**src/rtl/mem_stage.sv**
```systemverilog
// ---------------------------------------------------------------------------
// mem_stage
//   Memory-access pipeline stage between the ex/mem register and writeback.
//   Aligned loads and stores are issued to the data memory over a req/ack
//   handshake. Upstream is stalled while a request is outstanding.
//   Misaligned accesses are dropped and reported with a one-cycle pulse.
//   The mem/wb outputs are registered. Load words are returned raw; lane
//   extraction and sign extension are done in writeback.
//
// Ports
//   i_clk, i_rst_n          clock (rising edge), async active-low reset
//   i_ex_mem_*              instruction and sideband from the ex/mem register
//   o_stall                 hold ex/mem and all upstream stages
//   o_dmem_req/we/addr/...  data-memory request (word address, lane data,
//                           byte strobes)
//   i_dmem_ack/rdata        request completion and raw read word
//   o_misalign(_addr)       misaligned-access pulse and faulting address
//   o_mem_wb_*              registered mem/wb pipeline outputs
// ---------------------------------------------------------------------------
module mem_stage (
    input  logic        i_clk,
    input  logic        i_rst_n,
    input  logic        i_ex_mem_valid,
    input  logic        i_ex_mem_writeback,
    input  logic        i_ex_mem_mem_r,
    input  logic        i_ex_mem_mem_w,
    input  logic        i_ex_mem_mem_rdu,
    input  logic [1:0]  i_ex_mem_size,
    input  logic [31:0] i_ex_mem_alu_result,
    input  logic [31:0] i_ex_mem_store_data,
    input  logic [5:0]  i_ex_mem_rd,
    output logic        o_stall,
    output logic        o_dmem_req,
    output logic        o_dmem_we,
    output logic [31:0] o_dmem_addr,
    output logic [31:0] o_dmem_wdata,
    output logic [3:0]  o_dmem_wstrb,
    input  logic        i_dmem_ack,
    input  logic [31:0] i_dmem_rdata,
    output logic        o_misalign,
    output logic [31:0] o_misalign_addr,
    output logic        o_mem_wb_writeback,
    output logic        o_mem_wb_mem_r,
    output logic        o_mem_wb_mem_rdu,
    output logic [1:0]  o_mem_wb_mem_size,
    output logic [31:0] o_mem_wb_mem_addr,
    output logic [31:0] o_mem_wb_mem_data,
    output logic [31:0] o_mem_wb_alu_result,
    output logic [5:0]  o_mem_wb_rd
);

    typedef enum logic {
        IDLE = 1'b0,
        BUSY = 1'b1
    } state_t;

    state_t      state_q, state_d;

    // Request registers, held constant while BUSY.
    logic        req_we_q, req_we_d;
    logic [31:0] req_addr_q, req_addr_d;
    logic [31:0] req_wdata_q, req_wdata_d;
    logic [3:0]  req_wstrb_q, req_wstrb_d;

    // Instruction sideband captured at issue, replayed into mem/wb on ack.
    logic        sb_wb_q, sb_wb_d;
    logic        sb_mem_r_q, sb_mem_r_d;
    logic        sb_rdu_q, sb_rdu_d;
    logic [1:0]  sb_size_q, sb_size_d;
    logic [31:0] sb_addr_q, sb_addr_d;
    logic [5:0]  sb_rd_q, sb_rd_d;

    logic        mis_q, mis_d;
    logic [31:0] mis_addr_q, mis_addr_d;

    logic        wb_wb_q, wb_wb_d;
    logic        wb_mem_r_q, wb_mem_r_d;
    logic        wb_rdu_q, wb_rdu_d;
    logic [1:0]  wb_size_q, wb_size_d;
    logic [31:0] wb_addr_q, wb_addr_d;
    logic [31:0] wb_data_q, wb_data_d;
    logic [31:0] wb_alu_q, wb_alu_d;
    logic [5:0]  wb_rd_q, wb_rd_d;

    logic        mem_op;
    logic        misaligned;
    logic [1:0]  off;
    logic [31:0] lane_wdata;
    logic [3:0]  lane_wstrb;

    assign mem_op = i_ex_mem_valid & (i_ex_mem_mem_r | i_ex_mem_mem_w);
    assign off    = i_ex_mem_alu_result[1:0];

    // Size 2'b11 is treated as a word access throughout.
    always_comb begin
        misaligned = 1'b0;
        unique case (i_ex_mem_size)
            2'b00:   misaligned = 1'b0;
            2'b01:   misaligned = off[0];
            default: misaligned = (off != 2'b00);
        endcase
    end

    // Store data is replicated across all lanes; strobes select the bytes.
    always_comb begin
        lane_wdata = '0;
        lane_wstrb = '0;
        if (i_ex_mem_mem_w) begin
            unique case (i_ex_mem_size)
                2'b00: begin
                    lane_wdata = {4{i_ex_mem_store_data[7:0]}};
                    lane_wstrb = 4'b0001 << off;
                end
                2'b01: begin
                    lane_wdata = {2{i_ex_mem_store_data[15:0]}};
                    lane_wstrb = 4'b0011 << off;
                end
                default: begin
                    lane_wdata = i_ex_mem_store_data;
                    lane_wstrb = 4'b1111;
                end
            endcase
        end
    end

    always_comb begin
        state_d     = state_q;
        req_we_d    = req_we_q;
        req_addr_d  = req_addr_q;
        req_wdata_d = req_wdata_q;
        req_wstrb_d = req_wstrb_q;
        sb_wb_d     = sb_wb_q;
        sb_mem_r_d  = sb_mem_r_q;
        sb_rdu_d    = sb_rdu_q;
        sb_size_d   = sb_size_q;
        sb_addr_d   = sb_addr_q;
        sb_rd_d     = sb_rd_q;
        mis_d       = 1'b0;
        mis_addr_d  = mis_addr_q;
        wb_wb_d     = 1'b0;
        wb_mem_r_d  = wb_mem_r_q;
        wb_rdu_d    = wb_rdu_q;
        wb_size_d   = wb_size_q;
        wb_addr_d   = wb_addr_q;
        wb_data_d   = wb_data_q;
        wb_alu_d    = wb_alu_q;
        wb_rd_d     = wb_rd_q;

        if (state_q == IDLE) begin
            if (!mem_op) begin
                wb_wb_d    = i_ex_mem_valid & i_ex_mem_writeback;
                wb_mem_r_d = i_ex_mem_mem_r;
                wb_rdu_d   = i_ex_mem_mem_rdu;
                wb_size_d  = i_ex_mem_size;
                wb_addr_d  = i_ex_mem_alu_result;
                wb_data_d  = '0;
                wb_alu_d   = i_ex_mem_alu_result;
                wb_rd_d    = i_ex_mem_rd;
            end else if (misaligned) begin
                // Instruction is consumed here; only the fault pulse remains.
                mis_d      = 1'b1;
                mis_addr_d = i_ex_mem_alu_result;
            end else begin
                req_we_d    = i_ex_mem_mem_w;
                req_addr_d  = {i_ex_mem_alu_result[31:2], 2'b00};
                req_wdata_d = lane_wdata;
                req_wstrb_d = lane_wstrb;
                sb_wb_d     = i_ex_mem_writeback;
                sb_mem_r_d  = i_ex_mem_mem_r;
                sb_rdu_d    = i_ex_mem_mem_rdu;
                sb_size_d   = i_ex_mem_size;
                sb_addr_d   = i_ex_mem_alu_result;
                sb_rd_d     = i_ex_mem_rd;
                state_d     = BUSY;
            end
        end else if (i_dmem_ack) begin
            wb_wb_d    = sb_wb_q;
            wb_mem_r_d = sb_mem_r_q;
            wb_rdu_d   = sb_rdu_q;
            wb_size_d  = sb_size_q;
            wb_addr_d  = sb_addr_q;
            wb_data_d  = sb_mem_r_q ? i_dmem_rdata : '0;
            wb_alu_d   = sb_addr_q;
            wb_rd_d    = sb_rd_q;
            state_d    = IDLE;
        end
    end

    always_ff @(posedge i_clk or negedge i_rst_n) begin
        if (!i_rst_n) begin
            state_q     <= IDLE;
            req_we_q    <= 1'b0;
            req_addr_q  <= '0;
            req_wdata_q <= '0;
            req_wstrb_q <= '0;
            sb_wb_q     <= 1'b0;
            sb_mem_r_q  <= 1'b0;
            sb_rdu_q    <= 1'b0;
            sb_size_q   <= '0;
            sb_addr_q   <= '0;
            sb_rd_q     <= '0;
            mis_q       <= 1'b0;
            mis_addr_q  <= '0;
            wb_wb_q     <= 1'b0;
            wb_mem_r_q  <= 1'b0;
            wb_rdu_q    <= 1'b0;
            wb_size_q   <= '0;
            wb_addr_q   <= '0;
            wb_data_q   <= '0;
            wb_alu_q    <= '0;
            wb_rd_q     <= '0;
        end else begin
            state_q     <= state_d;
            req_we_q    <= req_we_d;
            req_addr_q  <= req_addr_d;
            req_wdata_q <= req_wdata_d;
            req_wstrb_q <= req_wstrb_d;
            sb_wb_q     <= sb_wb_d;
            sb_mem_r_q  <= sb_mem_r_d;
            sb_rdu_q    <= sb_rdu_d;
            sb_size_q   <= sb_size_d;
            sb_addr_q   <= sb_addr_d;
            sb_rd_q     <= sb_rd_d;
            mis_q       <= mis_d;
            mis_addr_q  <= mis_addr_d;
            wb_wb_q     <= wb_wb_d;
            wb_mem_r_q  <= wb_mem_r_d;
            wb_rdu_q    <= wb_rdu_d;
            wb_size_q   <= wb_size_d;
            wb_addr_q   <= wb_addr_d;
            wb_data_q   <= wb_data_d;
            wb_alu_q    <= wb_alu_d;
            wb_rd_q     <= wb_rd_d;
        end
    end

    // Request and stall follow the state register directly, so an async
    // reset drops them without waiting for a clock.
    assign o_stall             = (state_q == BUSY);
    assign o_dmem_req          = (state_q == BUSY);
    assign o_dmem_we           = req_we_q;
    assign o_dmem_addr         = req_addr_q;
    assign o_dmem_wdata        = req_wdata_q;
    assign o_dmem_wstrb        = req_wstrb_q;
    assign o_misalign          = mis_q;
    assign o_misalign_addr     = mis_addr_q;
    assign o_mem_wb_writeback  = wb_wb_q;
    assign o_mem_wb_mem_r      = wb_mem_r_q;
    assign o_mem_wb_mem_rdu    = wb_rdu_q;
    assign o_mem_wb_mem_size   = wb_size_q;
    assign o_mem_wb_mem_addr   = wb_addr_q;
    assign o_mem_wb_mem_data   = wb_data_q;
    assign o_mem_wb_alu_result = wb_alu_q;
    assign o_mem_wb_rd         = wb_rd_q;

endmodule

```
**config.mk**
```make
export PLATFORM = sky130hd
export DESIGN_NAME = mem_stage
export DESIGN_NICKNAME = d
export VERILOG_FILES = /design/src/rtl/mem_stage.sv
export SDC_FILE = /design/constraint.sdc
export NUM_CORES = 1
export LEC_CHECK = 0
export CORE_UTILIZATION = 49
export CTS_CLUSTER_DIAMETER = 150
export DETAILED_ROUTE_END_ITERATION = 6
export PLACE_DENSITY_LB_ADDON = 0.15
export SETUP_SLACK_MARGIN = 0.5
export SLEW_MARGIN = 20
export SYNTH_ARGS = -nofsm -noshare
export SYNTH_HDL_FRONTEND = slang
export SYNTH_SLANG_ARGS = --single-unit
```
**constraint.sdc**
```tcl
create_clock -name i_clk -period 3 [get_ports i_clk]
set_input_delay 0.45 -clock i_clk [delete_from_list [all_inputs] [get_ports i_clk]]
set_output_delay 0.45 -clock i_clk [all_outputs]
set_load 0.01 [all_outputs]
```
==> results of run 1 <==
==> area by class of cell <==
class | count | area [sq um] | area share, %
sequential | 189 | 4730 | 38.4
timing repair buffer | 337 | 3370 | 27.4
multi-input combinational | 356 | 3220 | 26.1
clock buffer | 17 | 425 | 3.45
tap | 225 | 282 | 2.28
inverter | 44 | 165 | 1.34
clock inverter | 15 | 130 | 1.06
==> cells in the final DEF, fill, tap and decap left out, types with 2 or more instances in the layout <==
master	Yosys	routed
nor2_1	11	11
dfrtp_2	0	2
clkbuf_16	0	17
mux2_2	161	161
dfrtp_1	189	187
nand4_1	32	32
mux2i_1	25	25
o21ai_0	44	44
conb_1	1	2
mux2_1	25	25
clkinv_2	0	3
buf_4	69	14
clkdlybuf4s50_1	0	319
nand2_1	10	10
inv_8	0	2
nand3_1	2	2
clkinvlp_4	0	2
nor2b_1	8	8
a21oi_1	10	10
a211oi_1	8	8
buf_12	0	3
or3b_2	8	8
inv_6	0	6
inv_1	43	43
==> state kept, by name, indices dropped and copies added (netlist names) <==
| name | cells |
|---|---|
| o_dmem_we | 1 |
| o_dmem_wdata | 32 |
| sb_rd_q | 6 |
| o_dmem_req | 1 |
| o_misalign_addr | 32 |
| sb_addr_q | 31 |
| o_dmem_wstrb | 4 |
| o_misalign | 1 |
| o_mem_wb_mem_rdu | 1 |
| sb_mem_r_q | 1 |
| o_mem_wb_writeback | 1 |
| o_mem_wb_mem_data | 32 |
| o_mem_wb_mem_size | 2 |
| o_mem_wb_mem_r | 1 |
| sb_size_q | 2 |
| sb_wb_q | 1 |
| o_mem_wb_rd | 6 |
| sb_rdu_q | 1 |
| o_mem_wb_alu_result | 32 |
| o_dmem_addr | 1 |
==> stage by stage <==
step | power [W] | utilization [%] | setup WS, ps
global placement | 0.00648 | 67.6 | 531
finish | 0.00864 | 70.8 | 689
detailed placement | 0.00658 | 67.6 | 463
CTS | 0.00872 | 70.8 | 653
global route | 0.00908 | 70.8 | 616
floorplan | 0.00504 | - | 1230
==> cell families after synthesis <==
group / share of synthesized area (%)
other cells: 0.0425
compound gates: 4.31
buf+inv: 10.2
mux: 26.6
simple gates: 5.29
flops: 53.6
==> report_power, final <==
part | total [W] | switching [W] | internal [W]
Clock | 0.00213 | 0.00104 | 0.00109
Sequential | 0.00358 | 0.000443 | 0.00314
Combinational | 0.00293 | 0.00111 | 0.00182
Total | 0.00864 | 0.00259 | 0.00605
==> per-layer routing <==
layer,wire length (um),track usage [%],vias up
met5,0,0,-
met4,484,9.26,0
met3,1470,6.52,33
met2,11200,40.8,207
met1,8820,29.5,3071
li1,-,-,2846
==> worst paths after layout <==
path	start	to	slack, ps	depth (start not counted)
worst max-delay path	o_dmem_req$_DFF_PN0_	o_dmem_req	690	1
worst min-delay path	i_rst_n	o_misalign_addr[14]$_DFFE_PN0P_	100	1
worst max register to register	o_dmem_req$_DFF_PN0_	o_mem_wb_alu_result[8]$_DFFE_PN0P_	940	3
worst min register to register	sb_size_q[1]$_DFFE_PN0P_	sb_size_q[1]$_DFFE_PN0P_	490	1
max in group asynchronous	i_rst_n	o_dmem_wdata[27]$_DFFE_PN0P_	2120	2
min in group i_clk	sb_size_q[1]$_DFFE_PN0P_	sb_size_q[1]$_DFFE_PN0P_	490	1
==> impl_metrics.yaml, run 1 <==
route:
  wl_per_cell_um: 18.5
  antenna_left: 0
  drc: 0
  dr.pass1.iters: 4
  drt_iter0_drc: 236
  via_per_inst: 5.20
  num_vias: 6157
  wl_mm: 21.9
timing:
  finalHoldViolCount: 0
  min_period_ps: 2310
  hold_ws_ps: 95.2
  fin_crit_sh_pct: 77.0
  fmax_ghz: 0.433
  tns_ps: 0
  rsz0062_at_grt: "false"
  tightest_slew_ps: 790
  finalSetupViolations: 0
  slew_violations: 0
  relSlewSlack_pct: 47.3
  fin_skew_ps: 15.0
setup_path:
  path_delay_family: "flip-flops"
  crit_fanout: 27
  crit_path_start_kind: "flop"
  path_class: "flop to output pin"
  slowest_stage: "dfrtp_2"
  crit_chain: "clkdlybuf4s50_1"
  endpoint_kind: "output pin"
  path_buf_inv: 1
  slowest_delay_ps: 780
  required_ps: 2550
  arrival_ps: 1860
yosys:
  synth_warnings: 0
  synth_edf_count: 0
  yosysSeqAreaShare_pct: 53.6
  yosys-top-cells-count: "189 x dfrtp_1, 161 x mux2_2, 69 x buf_4"
  netlist_area_sq_um: 8820
  ys_top_cells_by_area: "dfrtp_1 54%, mux2_2 21%, buf_4 5.9%"
  syn_avg_cell_area_sq_um: 12.6
  synth_cell_types: 32
  synth_top_cell_by_area: "dfrtp_1"
  yosysMostFrequentCell: "dfrtp_1"
  synth_seq_cells: 189
  synth_cells: 701
  async_flop_share_pct: 100
  synth_top_area_share_pct: 53.6
  synth_ff_type: "dfrtp_1"
global_route:
  overflow: 0
  antenna_found_initial: 0
  grtUsageTotal_pct: 24.2
  grt_pass1_wl_mm: 34.2
  grt_max_degree: 99
  grt_pass1_vias: 6430
place:
  postPlaceCellArea_sq_um: 11800
  place_congestion: 0.817
  hpwlAfterDp_mm: 15.6
  place.port_buffers: 320
  dp.cells: 1151
die:
  initial_core_util_pct: 50.6
  fp.dieW_um: 136
  rows: 48
  die_h_um: 136
  coreArea_sq_um: 17400
  die-area_sq_um: 18500
  io_pins: 323
cts:
  cts_sinks: 189
  htreeDepth: 4
  postCtsSetupBuffers: 0
  postCtsResizedCells: 0
  root_buffer: "clkbuf_16"
  clk_path_buf_depth: 2
  cts.clk_slew.worst_paths_ps: 70
  numCtsBuffers: 17
  hold_buffers: 0
  cts_tree: "yes"
  clock_latency_ps: 430
power:
  powerDensity_nw_per_um2: 701
  ir_drop_v: 0.000408
  p_leak_nw: 5.17
final_layout:
  nFillCells: 1228
  instances_no_fill: 1183
  diodes: 0
  area_delta_synth_final_pct: 39.7
  nets: 1057
  drive_above_1_share_pct: 23.7
  stdcell_area_sq_um: 12300
run_status:
  run_status: "finished clean"
run:
  drv_cap: 0
worst_hold_path:
  hold_path.class: "input pin to async pin"
Power figures use the tool's default switching activity.
==> run 2, diff against run 1 <==
Settings changed: CORE_UTILIZATION 49 to 41.
Clock period 3 ns to 2.1 ns, I/O delays scaled along.
==> impl_metrics.yaml, run 2 (synthesis results as in run 1) <==
run_status:
  run_status: "finished clean"
power:
  p_switching_w: 0.00394
  powerDensity_nw_per_um2: 944
  ir_drop_v: 0.000579
  power.clock.fraction_pct: 25.5
  power_frac_seq_pct: 39.6
  power_frac_comb_pct: 34.9
  power.internal_w: 0.00873
  swShare_pct: 31.1
  p_leak_nw: 6.51
setup_path:
  path_class: "flop to flop"
  crit_fanout: 7
  arrival_ps: 1990
  endpoint_kind: "flop"
  required_ps: 2410
  crit_path_start_kind: "flop"
die:
  initial_core_util_pct: 41.8
  rows: 53
  die_h_um: 149
  fp.dieW_um: 149
  die-area_sq_um: 22100
  io_pins: 323
  coreArea_sq_um: 21100
global_route:
  antenna_found_initial: 1
  overflow: 0
  grtUsageTotal_pct: 21.7
  grt_max_degree: 54
  grt_pass1_wl_mm: 36.6
  grt_pass1_vias: 6318
route:
  dr.pass1.iters: 4
  wl_per_cell_um: 20.2
  antenna_left: 0
  drt_iter0_drc: 246
  via_per_inst: 5.01
  wl_mm: 25.9
  num_vias: 6454
  drc: 0
timing:
  finalHoldViolCount: 0
  hold_ws_ps: 398
  slew_violations: 0
  fmax_ghz: 0.595
  fin_skew_ps: 10.3
  min_period_ps: 1680
  tns_ps: 0
  finalSetupViolations: 0
  rsz0062_at_grt: "true"
  fin_crit_sh_pct: 80.1
place:
  postPlaceCellArea_sq_um: 12000
  place.port_buffers: 320
  hpwlAfterDp_mm: 15.8
  place_congestion: 0.764
cts:
  clock_latency_ps: 430
  cts_sinks: 189
  root_buffer: "clkbuf_16"
  clk_path_buf_depth: 2
  numCtsBuffers: 17
  cts.clk_slew.worst_paths_ps: 70
  htreeDepth: 4
  cts_tree: "yes"
final_layout:
  final_common_cell: "dlygate4sd2_1"
  nFillCells: 1730
  finalCoreUtilization_pct: 63.7
  multi_input_area_sq_um: 3550
  layout_common_cells: "207 x dlygate4sd2_1, 188 x dfrtp_1, 109 x clkdlybuf4s50_1, 98 x mux2_2, 88 x mux2_4"
  diodes: 0
  stdcell_area_sq_um: 13400
  area_delta_synth_final_pct: 52.3
  regArea_sq_um: 4730
  nets: 1111
  drive_above_1_share_pct: 30.4
worst_hold_path:
  hold_path.class: "input pin to async pin"
run:
  drv_cap: 0
[run 2: through the flow]
stage	power, W	setup slack, ps	cells
2_1_floorplan	0.00720	374	702
3_3_place_gp	0.00938	22.3	1212
3_5_place_dp	0.00944	0.709	1212
4_1_cts	0.0123	390	1262
5_1_grt	0.0133	352	1287
6_report	0.0127	419	1287
[run 2: final timing paths]
path                                            startpoint                             endpoint  slack (ps)  cells after the start
setup / recovery                      o_dmem_req$_DFF_PN0_  o_mem_wb_alu_result[29]$_DFFE_PN0P_         420                      7
hold / removal                                     i_rst_n  o_mem_wb_alu_result[22]$_DFFE_PN0P_         400                      2
setup reg to reg                      o_dmem_req$_DFF_PN0_  o_mem_wb_alu_result[29]$_DFFE_PN0P_         420                      7
hold reg to reg            o_misalign_addr[19]$_DFFE_PN0P_      o_misalign_addr[19]$_DFFE_PN0P_         500                      1
max in group asynchronous                          i_rst_n            sb_addr_q[13]$_DFFE_PN0P_        1020                      3
min in group i_clk                        i_dmem_rdata[25]    o_mem_wb_mem_data[25]$_DFFE_PN0P_         470                      3
[run 2: timing repair]
action                     4_1_cts  5_1_grt
resized for setup              251       99
setup buffers                   12       13
hold buffers                     1        0
setup endpoints to repair      300      174
hold endpoints to repair        46        0
cloned                           5       12
pin swaps                        0        1
[run 2: worst max-delay path: stages (launching register included)]
cell	delay, ps
dfrtp_4	520
buf_6	140
inv_4	50
a2bb2oi_4	180
buf_12	140
buf_12	110
buf_16	140
mux2_4	300
[run 2: layout make-up]
type | instances | area share, %
multi-input combinational | 356 | 26.5
sequential | 189 | 35.2
inverter | 44 | 1.28
tap | 275 | 2.56
clock inverter | 14 | 1.13
timing repair buffer | 391 | 30.1
clock buffer | 18 | 3.20
[run 2: routing by layer]
layer | share of wire [%] | up-vias | global-route usage (%)
met3 | 5.8 | 25 | 5.49
met2 | 48 | 207 | 35.2
met5 | 0.042 | - | 0
li1 | - | 2969 | -
met4 | 1.2 | 2 | 5.88
met1 | 45 | 3251 | 28.7
[run 2: power groups by stage]
stage          logic (W)  registers, W  clock network, W
6_report         0.00443       0.00501           0.00323
5_1_grt          0.00472       0.00512           0.00344
4_1_cts          0.00397       0.00499           0.00332
3_5_place_dp     0.00435       0.00509                 0
3_3_place_gp     0.00431       0.00507                 0
2_1_floorplan    0.00193       0.00527                 0
==> run 3, diff against run 2 <==
Clock period 2.1 ns to 1.48 ns, I/O delays scaled along.
==> impl_metrics.yaml, run 3 (synthesis results as in run 1) <==
timing:
  slew_violations: 0
  finalSetupViolations: 190
  rsz0062_at_grt: "true"
  min_period_ps: 1820
  fin_crit_sh_pct: 123
  finalHoldViolCount: 0
  tns_ps: -49040
  fin_skew_ps: 12.0
  fmax_ghz: 0.551
  fin_ws_ps: -336
global_route:
  grtUsageTotal_pct: 24.3
  overflow: 0
  grt_max_degree: 53
  antenna_found_initial: 0
  grt_pass1_wl_mm: 40.7
  grt_pass1_vias: 7201
route:
  wl_per_cell_um: 19.6
  wl_mm: 28.0
  via_per_inst: 4.93
  antenna_left: 0
  drc: 0
  dr.pass1.iters: 4
  drt_iter0_drc: 275
  num_vias: 7037
power:
  powerDensity_nw_per_um2: 1370
  power_frac_comb_pct: 41.0
  p_switching_w: 0.00614
  ir_drop_v: 0.000750
  power_frac_seq_pct: 36.2
  power.clock.fraction_pct: 22.8
  swShare_pct: 30.9
  p_leak_nw: 7.10
  power.internal_w: 0.0137
final_layout:
  nets: 1251
  drive_above_1_share_pct: 58.5
  layout_common_cells: "188 x dfrtp_1, 144 x buf_4, 120 x buf_2, 117 x buf_6, 110 x clkdlybuf4s50_1"
  stdcell_area_sq_um: 14500
  diodes: 0
  final_common_cell: "dfrtp_1"
  instances_no_fill: 1427
  area_delta_synth_final_pct: 64.7
setup_path:
  crit_fanout: 8
  endpoint_kind: "flop"
  crit_path_start_kind: "flop"
  crit_path_frequent_cell: "buf_6"
  path_buf_inv: 5
  required_ps: 1800
  arrival_ps: 2130
  path_delay_family: "buffers and inverters"
  slowest_delay_ps: 490
  crit_chain: "buf_6, nor2b_4, nor4b_4, buf_4, buf_6, buf_6, buf_12, mux2_4"
  slowest_stage: "dfrtp_4"
  path_class: "flop to flop"
die:
  fp.dieW_um: 149
  initial_core_util_pct: 41.8
  coreArea_sq_um: 21100
  io_pins: 323
  die_h_um: 149
  die-area_sq_um: 22100
  rows: 53
cts:
  cts.clk_slew.worst_paths_ps: 80
  cts_sinks: 189
  numCtsBuffers: 17
  root_buffer: "clkbuf_16"
  clock_latency_ps: 430
  clk_path_buf_depth: 2
  htreeDepth: 4
  cts_tree: "yes"
worst_hold_path:
  hold_path.class: "input pin to async pin"
place:
  place_congestion: 0.772
  postPlaceCellArea_sq_um: 12100
  hpwlAfterDp_mm: 15.7
  place.port_buffers: 320
  dp.cells: 1225
run:
  drv_cap: 0
run_status:
  run_status: "finished with violations"
  violations: "setup timing"
run 3: per-layer routing:
layer  GRT usage (%)  part of all wire (%)  up-vias
li1                -                     -     3250
met1            30.5                    41     3509
met2            41.0                    50      244
met3            5.67                   6.6       34
met4            8.04                   2.1        0
met5               0                     0        -
run 3: layout make-up:
| class | count | area, sq um |
|---|---|---|
| fillers | 1595 | 6560 |
| repair buffers | 531 | 5030 |
| flip-flops and latches | 189 | 4730 |
| multi-input cells | 356 | 3670 |
| clock buffers | 19 | 453 |
| well taps | 275 | 344 |
| inverters | 44 | 168 |
| clock inverters | 13 | 128 |
run 3: worst paths after layout:
check                                     startpoint                                 to  slack [ps]  cells after the start
min in group i_clk                i_ex_mem_writeback       o_mem_wb_writeback$_DFF_PN0_         360                      3
worst min-delay path                         i_rst_n  o_mem_wb_mem_data[20]$_DFFE_PN0P_         210                      2
worst max-delay path            o_dmem_req$_DFF_PN0_    o_misalign_addr[21]$_DFFE_PN0P_        -340                      8
worst max register to register  o_dmem_req$_DFF_PN0_    o_misalign_addr[21]$_DFFE_PN0P_        -340                      8
worst min register to register  sb_rdu_q$_DFFE_PN0P_               sb_rdu_q$_DFFE_PN0P_         490                      1
max in group asynchronous                    i_rst_n        o_dmem_wdata[4]$_DFFE_PN0P_         710                      3
run 3: repair_timing:
action                     in CTS  in global routing
buffers inserted               84                 63
hold endpoints to repair      189                  0
pin swaps                       0                  1
resized for setup            1091                 59
hold buffers                    1                  0
cloned                         15                  7
setup endpoints to repair     398                398
run 3: power by group through the flow:
stage,logic (W),clock network (W),registers [W]
finish,0.00814,0.00452,0.00718
global route,0.00862,0.00483,0.00732
CTS,0.00726,0.00460,0.00713
detailed placement,0.00619,0,0.00723
global placement,0.00615,0,0.00717
floorplan,0.00278,0,0.00748
run 3: stage by stage:
stage	power, W	hold slack, ps	setup WS, ps	util, %
global placement	0.0133	94.7	-534	57.3
CTS	0.0190	199	-332	65.0
floorplan	0.0103	-73.6	-246	-
finish	0.0198	209	-336	68.9
detailed placement	0.0134	94.5	-578	57.3
global route	0.0208	191	-403	68.9
